[src/rtl/mux_scan_pkg.sv]
// Shared definitions for mux_scan: FSM state encodings and settle-counter width.
// Imported by the RTL and by the bench.
package mux_scan_pkg;

    typedef enum logic [1:0] {
        ST_IDLE    = 2'd0,
        ST_SETTLE  = 2'd1,
        ST_CAPTURE = 2'd2
    } state_t;

    localparam int DWELL_W = 8;

endpackage

[src/rtl/mux_scan_sel.sv]
// Purpose: combinational N:1 WIDTH-bit channel selector; index >= N yields zero.
// Latency: 0 cycles (pure combinational).
// Backpressure: none; the caller decides when the result is captured.
module mux_scan_sel #(
    parameter int N     = 16,
    parameter int WIDTH = 1,
    parameter int SEL_W = 4
) (
    input  logic [N*WIDTH-1:0] bus,
    input  logic [SEL_W-1:0]   idx,
    output logic [WIDTH-1:0]   dat
);

    always_comb begin
        dat = '0;
        for (int k = 0; k < N; k++) begin
            if (idx == SEL_W'(k)) begin
                dat = bus[k*WIDTH +: WIDTH];
            end
        end
    end

endmodule

[src/rtl/mux_scan.sv]
// Purpose: N-channel mux with registered output; manual select or DWELL-settled ascending sweep.
// Latency: 1 cycle from capture decision to out_valid; optional MUX_SCAN_MASK_EN adds scan_mask.
// Backpressure: captures only when the output slot is free; the sweep never advances without a capture.
module mux_scan
    import mux_scan_pkg::*;
#(
    parameter  int WIDTH = 1,
    parameter  int N     = 16,
    parameter  int DWELL = 0,
    localparam int SEL_W = $clog2(N)
) (
    input  logic               clk,
    input  logic               rst_n,
    input  logic [N*WIDTH-1:0] in_bus,
    input  logic               mode,
    input  logic [SEL_W-1:0]   sel,
    input  logic               start,
`ifdef MUX_SCAN_MASK_EN
    input  logic [N-1:0]       scan_mask,
`endif
    output logic [WIDTH-1:0]   out_data,
    output logic [SEL_W-1:0]   out_sel,
    output logic               out_valid,
    input  logic               out_ready,
    output logic               busy,
    output logic               done
);

    localparam logic [DWELL_W-1:0] DWELL_V = DWELL_W'(DWELL);
    localparam state_t ST_ENTRY = (DWELL == 0) ? ST_CAPTURE : ST_SETTLE;

    state_t               state;
    logic [SEL_W-1:0]     ch;
    logic [DWELL_W-1:0]   dwell_cnt;
    logic [SEL_W-1:0]     mux_idx;
    logic [WIDTH-1:0]     mux_dat;
    logic                 slot_free;
    logic                 cap;
    logic [N-1:0]         start_mask;
    logic [N-1:0]         sweep_mask;
    logic [SEL_W:0]       first_hit;
    logic [SEL_W:0]       next_hit;

`ifdef MUX_SCAN_MASK_EN
    logic [N-1:0] mask_q;

    // The mask is frozen at start so mid-sweep changes cannot reorder or skip channels.
    always_ff @(posedge clk or negedge rst_n) begin
        if (!rst_n) begin
            mask_q <= '0;
        end else if (state == ST_IDLE && mode && start) begin
            mask_q <= scan_mask;
        end
    end

    assign start_mask = scan_mask;
    assign sweep_mask = mask_q;
`else
    assign start_mask = '1;
    assign sweep_mask = '1;
`endif

    // {found, index} of the lowest enabled channel above cur (or at cur when incl).
    function automatic logic [SEL_W:0] find_en(input logic [N-1:0]     m,
                                               input logic [SEL_W-1:0] cur,
                                               input logic             incl);
        logic [SEL_W:0] hit;
        hit = '0;
        for (int k = N - 1; k >= 0; k--) begin
            if (m[k] && (k > int'(cur) || (incl && k == int'(cur)))) begin
                hit = {1'b1, SEL_W'(k)};
            end
        end
        return hit;
    endfunction

    assign first_hit = find_en(start_mask, '0, 1'b1);
    assign next_hit  = find_en(sweep_mask, ch, 1'b0);
    assign slot_free = !out_valid || out_ready;
    assign mux_idx   = (state == ST_IDLE) ? sel : ch;

    mux_scan_sel #(
        .N     (N),
        .WIDTH (WIDTH),
        .SEL_W (SEL_W)
    ) u_sel (
        .bus (in_bus),
        .idx (mux_idx),
        .dat (mux_dat)
    );

    always_comb begin
        cap = 1'b0;
        case (state)
            ST_IDLE:    cap = !mode && slot_free;
            ST_CAPTURE: cap = slot_free;
            default:    cap = 1'b0;
        endcase
    end

    always_ff @(posedge clk or negedge rst_n) begin
        if (!rst_n) begin
            state     <= ST_IDLE;
            ch        <= '0;
            dwell_cnt <= '0;
            out_data  <= '0;
            out_sel   <= '0;
            out_valid <= 1'b0;
            busy      <= 1'b0;
            done      <= 1'b0;
        end else begin
            done <= 1'b0;

            if (cap) begin
                out_data  <= mux_dat;
                out_sel   <= mux_idx;
                out_valid <= 1'b1;
            end else if (out_valid && out_ready) begin
                out_valid <= 1'b0;
            end

            case (state)
                ST_IDLE: begin
                    if (mode && start) begin
                        if (first_hit[SEL_W]) begin
                            ch        <= first_hit[SEL_W-1:0];
                            dwell_cnt <= DWELL_V;
                            busy      <= 1'b1;
                            state     <= ST_ENTRY;
                        end else begin
                            done <= 1'b1;
                        end
                    end
                end
                ST_SETTLE: begin
                    if (dwell_cnt == DWELL_W'(1)) begin
                        dwell_cnt <= '0;
                        state     <= ST_CAPTURE;
                    end else begin
                        dwell_cnt <= dwell_cnt - 1'b1;
                    end
                end
                ST_CAPTURE: begin
                    if (slot_free) begin
                        if (next_hit[SEL_W]) begin
                            ch        <= next_hit[SEL_W-1:0];
                            dwell_cnt <= DWELL_V;
                            state     <= ST_ENTRY;
                        end else begin
                            done  <= 1'b1;
                            busy  <= 1'b0;
                            state <= ST_IDLE;
                        end
                    end
                end
                default: state <= ST_IDLE;
            endcase
        end
    end

endmodule

[config.mk]
export PLATFORM = sky130hd
export DESIGN_NAME = mux_scan
export DESIGN_NICKNAME = d
export VERILOG_FILES = /design/src/rtl/mux_scan_pkg.sv /design/src/rtl/mux_scan_sel.sv /design/src/rtl/mux_scan.sv
export SDC_FILE = /design/constraint.sdc
export NUM_CORES = 1
export LEC_CHECK = 0
export ABC_AREA = 1
export CAP_MARGIN = 0
export CORE_MARGIN = 3
export CORE_UTILIZATION = 41
export CTS_CLUSTER_DIAMETER = 150
export CTS_CLUSTER_SIZE = 12
export DETAILED_ROUTE_END_ITERATION = 12
export GPL_ROUTABILITY_DRIVEN = 0
export GPL_TIMING_DRIVEN = 0
export PLACE_DENSITY = 0.82
export SYNTH_ARGS = -nofsm -noshare
export SYNTH_HDL_FRONTEND = slang
export SYNTH_SLANG_ARGS = --single-unit
[constraint.sdc]
create_clock -name clk -period 2.4 [get_ports clk]
set_input_delay 0.36 -clock clk [delete_from_list [all_inputs] [get_ports clk]]
set_output_delay 0.36 -clock clk [all_outputs]
set_load 0.05 [all_outputs]
; Word-level counts from Yosys, hierarchy flattened
; Cells that the tools add are included.
[word_totals]
ff_bits = 22
inputBits = 25
mem_bits_ro = 0
n_memories = 0
elab_cells = 118
out_inout_bits = 8
latchBits = 0
mem_bits_rw = 0
[classes]
n_lt_le_gt_ge = 15
n_addsub = 1
n_div = 0
n_mul = 0
eq_ne = 23
muxes = 56
bitwise_logic = 0
n_reduce_logical = 15
n_shift = 0
[op_table]
columns = operator, n
row1 = $mux W5, 15
row2 = $eq A4 B4 Y1 const B, 8
row3 = $gt A4 B4 Y1 const A, 8
row4 = $mux W8, 4
row5 = $mux W1, 24
row6 = $pmux W8 S3, 1
row7 = $eq A4 B3 Y1 const B, 4
row8 = $gt A3 B4 Y1 const A, 4
row9 = $mux W4, 4
row10 = $reduce_and A4 Y1, 3
row11 = $eq A4 B2 Y1 const B, 2
row12 = $eq A8 B1 Y1 const B, 1
row13 = $gt A2 B4 Y1 const A, 2
row14 = $mux W2, 4
row15 = $ne A2 B2 Y1 const B, 4
row16 = $pmux W4 S2, 1
row17 = $sub A8 B1 Y8 const B, 1
row18 = $pmux W2 S3, 1
row19 = $eq A4 B1 Y1 const B, 1
row20 = $gt A1 B4 Y1 const A, 1
row21 = $logic_not A4 Y1, 1
row22 = $pmux W1 S2, 2
row23 = $reduce_bool A2 Y1, 2
row24 = $logic_and A1 B1 Y1, 3
row25 = 8 further kinds, 9

; Logic depth before layout (Yosys ltp)
[depth]
word_depth = 19
depth_mapped = 16
mapped_depth_nobuf = 16

; By module
; From an unflattened synthesis, not the netlist that was laid out.
[hier_totals]
hier_cells = 129
hier_area_um2 = 900.9
[modules_own_cells]
columns = module, cells_each, area_per_inst_um2, instances, seq_area_each_um2
row1 = mux_scan, 79, 675.6, 1, 325.3
row2 = mux_scan_sel, 50, 225.2, 1, 0.0

; Worst setup path after synthesis
; OpenSTA, ideal clock, no wires.
[synth_path]
kind = register to register
from = register ch[1]
to = register ch[2]
path_stages_with_launch = 10
setup_time_ns = 0.119
path_buffers = 0
t_arrival_ns = 1.567
slack_ns = 0.714
cell_sequence = dfrtp_1 > ha_1 > clkinv_1 > nor3_4 > nand4_1 > or2_4 > nand2_4 > a21oi_1 > o22ai_1 > inv_1
[synth_between]
elab_chain_cells = 19
elab_cells_between_ends = 35
classes_between = 15 x order compare / 1 x eq/ne / 18 x mux / 1 x reduce/logical
[synth_lines]
columns = item, line_no
row1 = "start, declared", mux_scan.sv:33  ; logic [SEL_W-1:0] ch;
row2 = "start signal, assigned", mux_scan.sv:126  ; ch <= first_hit[SEL_W-1:0];
row3 = "start signal, assigned", mux_scan.sv:146  ; ch <= next_hit[SEL_W-1:0];
row4 = $gt A4 B4 Y1, mux_scan.sv:70  ; if (m[k] && (k > int'(cur) || (incl && k == int'(cur)))) begin
row5 = $mux W5 (14 in series), mux_scan.sv:70
row6 = $mux W5 *, mux_scan.sv:70
row7 = $mux W4, mux_scan.sv:145  ; if (next_hit[SEL_W]) begin
row8 = $mux W4, mux_scan.sv:144  ; if (slot_free) begin
row9 = $pmux W4 S2, mux_scan.sv:122  ; case (state)
; Mark *: on every way between the ends. The rest lies on a longest branch, timed or not. The select of a mux whose other input is x is not followed.
; A chain may end at the register's enable or synchronous reset.

; Final worst setup path
; Ends and elaborated chain as after synthesis.

==> flow_summary.ini <==
[outcome]
status = completed

[timing]
grt_setup_unrepaired = false
finalHoldViolations = 0
finalCritPeriodShare_pct = 78.8
fmax_mhz = 529
min_period_ns = 1.89
finClkSkew_ns = 0.00106
finalSetupViolations = 0
slew_headroom_pct = 62.2
setup_tns_ns = 0
tightest_slew_ns = 0.565
drv_slew = 0

[synthesis]
yosys.area.top_type = dfrtp_1
async_flop_share_pct = 100
synth.most_common_cell = nand2_1
yosys.area.top_type_share_pct = 31.6
avgSynthCellArea_um2 = 6.60
syn_inst = 156
synth_flop_cell = dfrtp_1
ys_seq_area_share_pct = 31.6
netlist_top_cells_count = 44 x nand2_1, 19 x inv_1, 15 x nor2_1, 13 x dfrtp_1
yosys-top-cells-area = dfrtp_1 32%, nand2_1 16%, inv_1 6.9%
syn-num-nets = 185
synth-edff-count = 0
ys_types = 26
synth-seq-cells = 13
yosysWarnings = 0
syn_area_um2 = 1030

[clocking]
cts_buffers = 3
post_cts_buffers = 0
insertion_delay_ns = 0.27
cts.sinks = 13
cts_root_buffer = clkbuf_4
cts_hold_buf = 0
cts_tree = done
clockBufferDepth = 2
path_clk_slew_ns = 0.08
h-tree-depth = 1
ctsResizeCount = 0

[die]
io_pins = 33
row_count = 17
die_x_um = 56.1
start_util_pct = 44.8
die_area_um2 = 3150
coreArea_um2 = 2300
die_y_um = 56.1

[setup_path]
cpMaxStageDelayCell = dfrtp_1
worst-path-max-fanout = 6
cp_cell_sequence = ha_1 > clkinv_1 > nor3_4 > nand4_1 > or2_4 > nand2_4 > a21oi_1 > o22ai_1 > inv_1
endpoint_kind = flip-flop
critPathMaxStageDelay_ns = 0.47
critPathKind = flip-flop to flip-flop
worstPathArrival_ns = 2.06
crit_buf_inv = 2
critical_path.top_delay_family = simple AND/OR/NAND/NOR gates
critPathRequiredTime_ns = 2.57
worstSetupStartpointType = flip-flop

[route]
routedWlPerCell_um = 11.2
drtAntennaViolNets = 0
wirelength_mm = 2.47
remaining_drc_errors = 0
vias = 1096
drt-initial-drc-count = 27
viasPerCell = 4.98
first_pass_iters = 4

[power]
vdd_drop_max_mv = 0.657
leakagePower_nw = 0.722
powerDensity_nw_per_um2 = 1140

[placed_design]
dpl.hpwl_mm = 2.04
port-buffer-count = 32
dpl-instance-area_um2 = 1390

[cells_and_area]
fill_cells = 223
drive_gt1_share_pct = 14.1
final_area_um2 = 1410
diodes = 0
syn2layout_area_growth_pct = 37.1
nNetsFinal = 222

[global_routing]
antenna_found_initial = 0
grt_first_pass_wirelength_mm = 4.52
overflow = 0
grt_use_total_pct = 17.7
first_global_vias = 1048
grt_max_degree = 14

[min_path]
min_path_type = input pin to asynchronous set/reset pin

[run]
drv_cap = 0
[registers in the layout, indices dropped and copies added (netlist names)]
signal	count
ch	4
out_sel	4
busy	1
out_valid	1
done	1
state	1
out_data	1
[kinds of logic (layout without fill, tap and decap cells)]
| logic type | count (synthesis) | in the layout | share of synthesized area (%) |
|---|---|---|---|
| mux | 1 | 1 | 1.09 |
| buf+inv | 30 | 66 | 11.3 |
| flops | 13 | 13 | 31.6 |
| simple gates | 84 | 84 | 38.0 |
| compound gates | 24 | 24 | 13.1 |
| fa+ha+maj | 4 | 4 | 4.86 |
[worst paths after layout]
kind                       depth (start not counted)    endpoint        from  slack, ns
max reg2reg                                        9       ch[2]       ch[1]       0.51
min reg2reg                                        2  out_sel[0]  out_sel[0]       0.50
max in group asynchronous                          1        busy       rst_n       1.58
min in group clk                                   2  out_sel[0]  out_sel[0]       0.50
min                                                1    out_data       rst_n       0.45
max                                                9       ch[2]       ch[1]       0.51
[per-stage QoR]
stage / hold slack (ns) / util, % / power, W / instances / worst slack (ns)
6_report: 0.446 / 61.4 / 0.00161 / 220 / 0.509
5_1_grt: 0.500 / 61.4 / 0.00179 / 220 / 0.382
4_1_cts: 0.466 / 61.4 / 0.00162 / 220 / 0.506
3_5_place_dp: 0.485 / 60.3 / 0.00149 / 216 / 0.481
3_3_place_gp: 0.463 / 60.3 / 0.00144 / 216 / 0.547
2_1_floorplan: 0.0644 / - / 0.00119 / 156 / 0.714
[layer usage]
| metal | global-route usage [%] | share of wire (%) | up-vias |
|---|---|---|---|
| li1 | - | - | 564 |
| met1 | 21.6 | 44 | 499 |
| met2 | 29.9 | 49 | 26 |
| met3 | 3.94 | 5.3 | 7 |
| met4 | 7.12 | 1.9 | 0 |
| met5 | 0 | 0 | - |
[layout by cell type, fill, tap and decap left out, types with 4 or more instances in the layout]
| cell type | instances |
|---|---|
| o21ai_0 | 7 |
| inv_1 | 19 |
| inv_2 | 9 |
| ha_1 | 4 |
| nand2_2 | 6 |
| o21ai_1 | 6 |
| nand3_1 | 9 |
| dfrtp_1 | 13 |
| nor2_1 | 15 |
| clkdlybuf4s50_1 | 32 |
| nand2_1 | 44 |
[power breakdown]
part	switching, W	internal [W]	total, W	leakage (nW)
sequential	0.0000651	0.000296	0.000361	0.158
clock	0.0000682	0.0000644	0.000133	0.0150
combinational	0.000739	0.000380	0.00112	0.549
[area by class of cell]
type                    instances  area (um2)  share of cell area, %
plain buffers                   1        7.51                  0.532
clock buffers                   4        26.3                   1.86
inverters                      29         109                   7.71
multi-input cells             113         588                   41.7
flip-flops and latches         13         325                   23.0
well taps                      28        35.0                   2.48
repair buffers                 32         320                   22.7
Note: power is estimated with default switching activity, not from simulation.
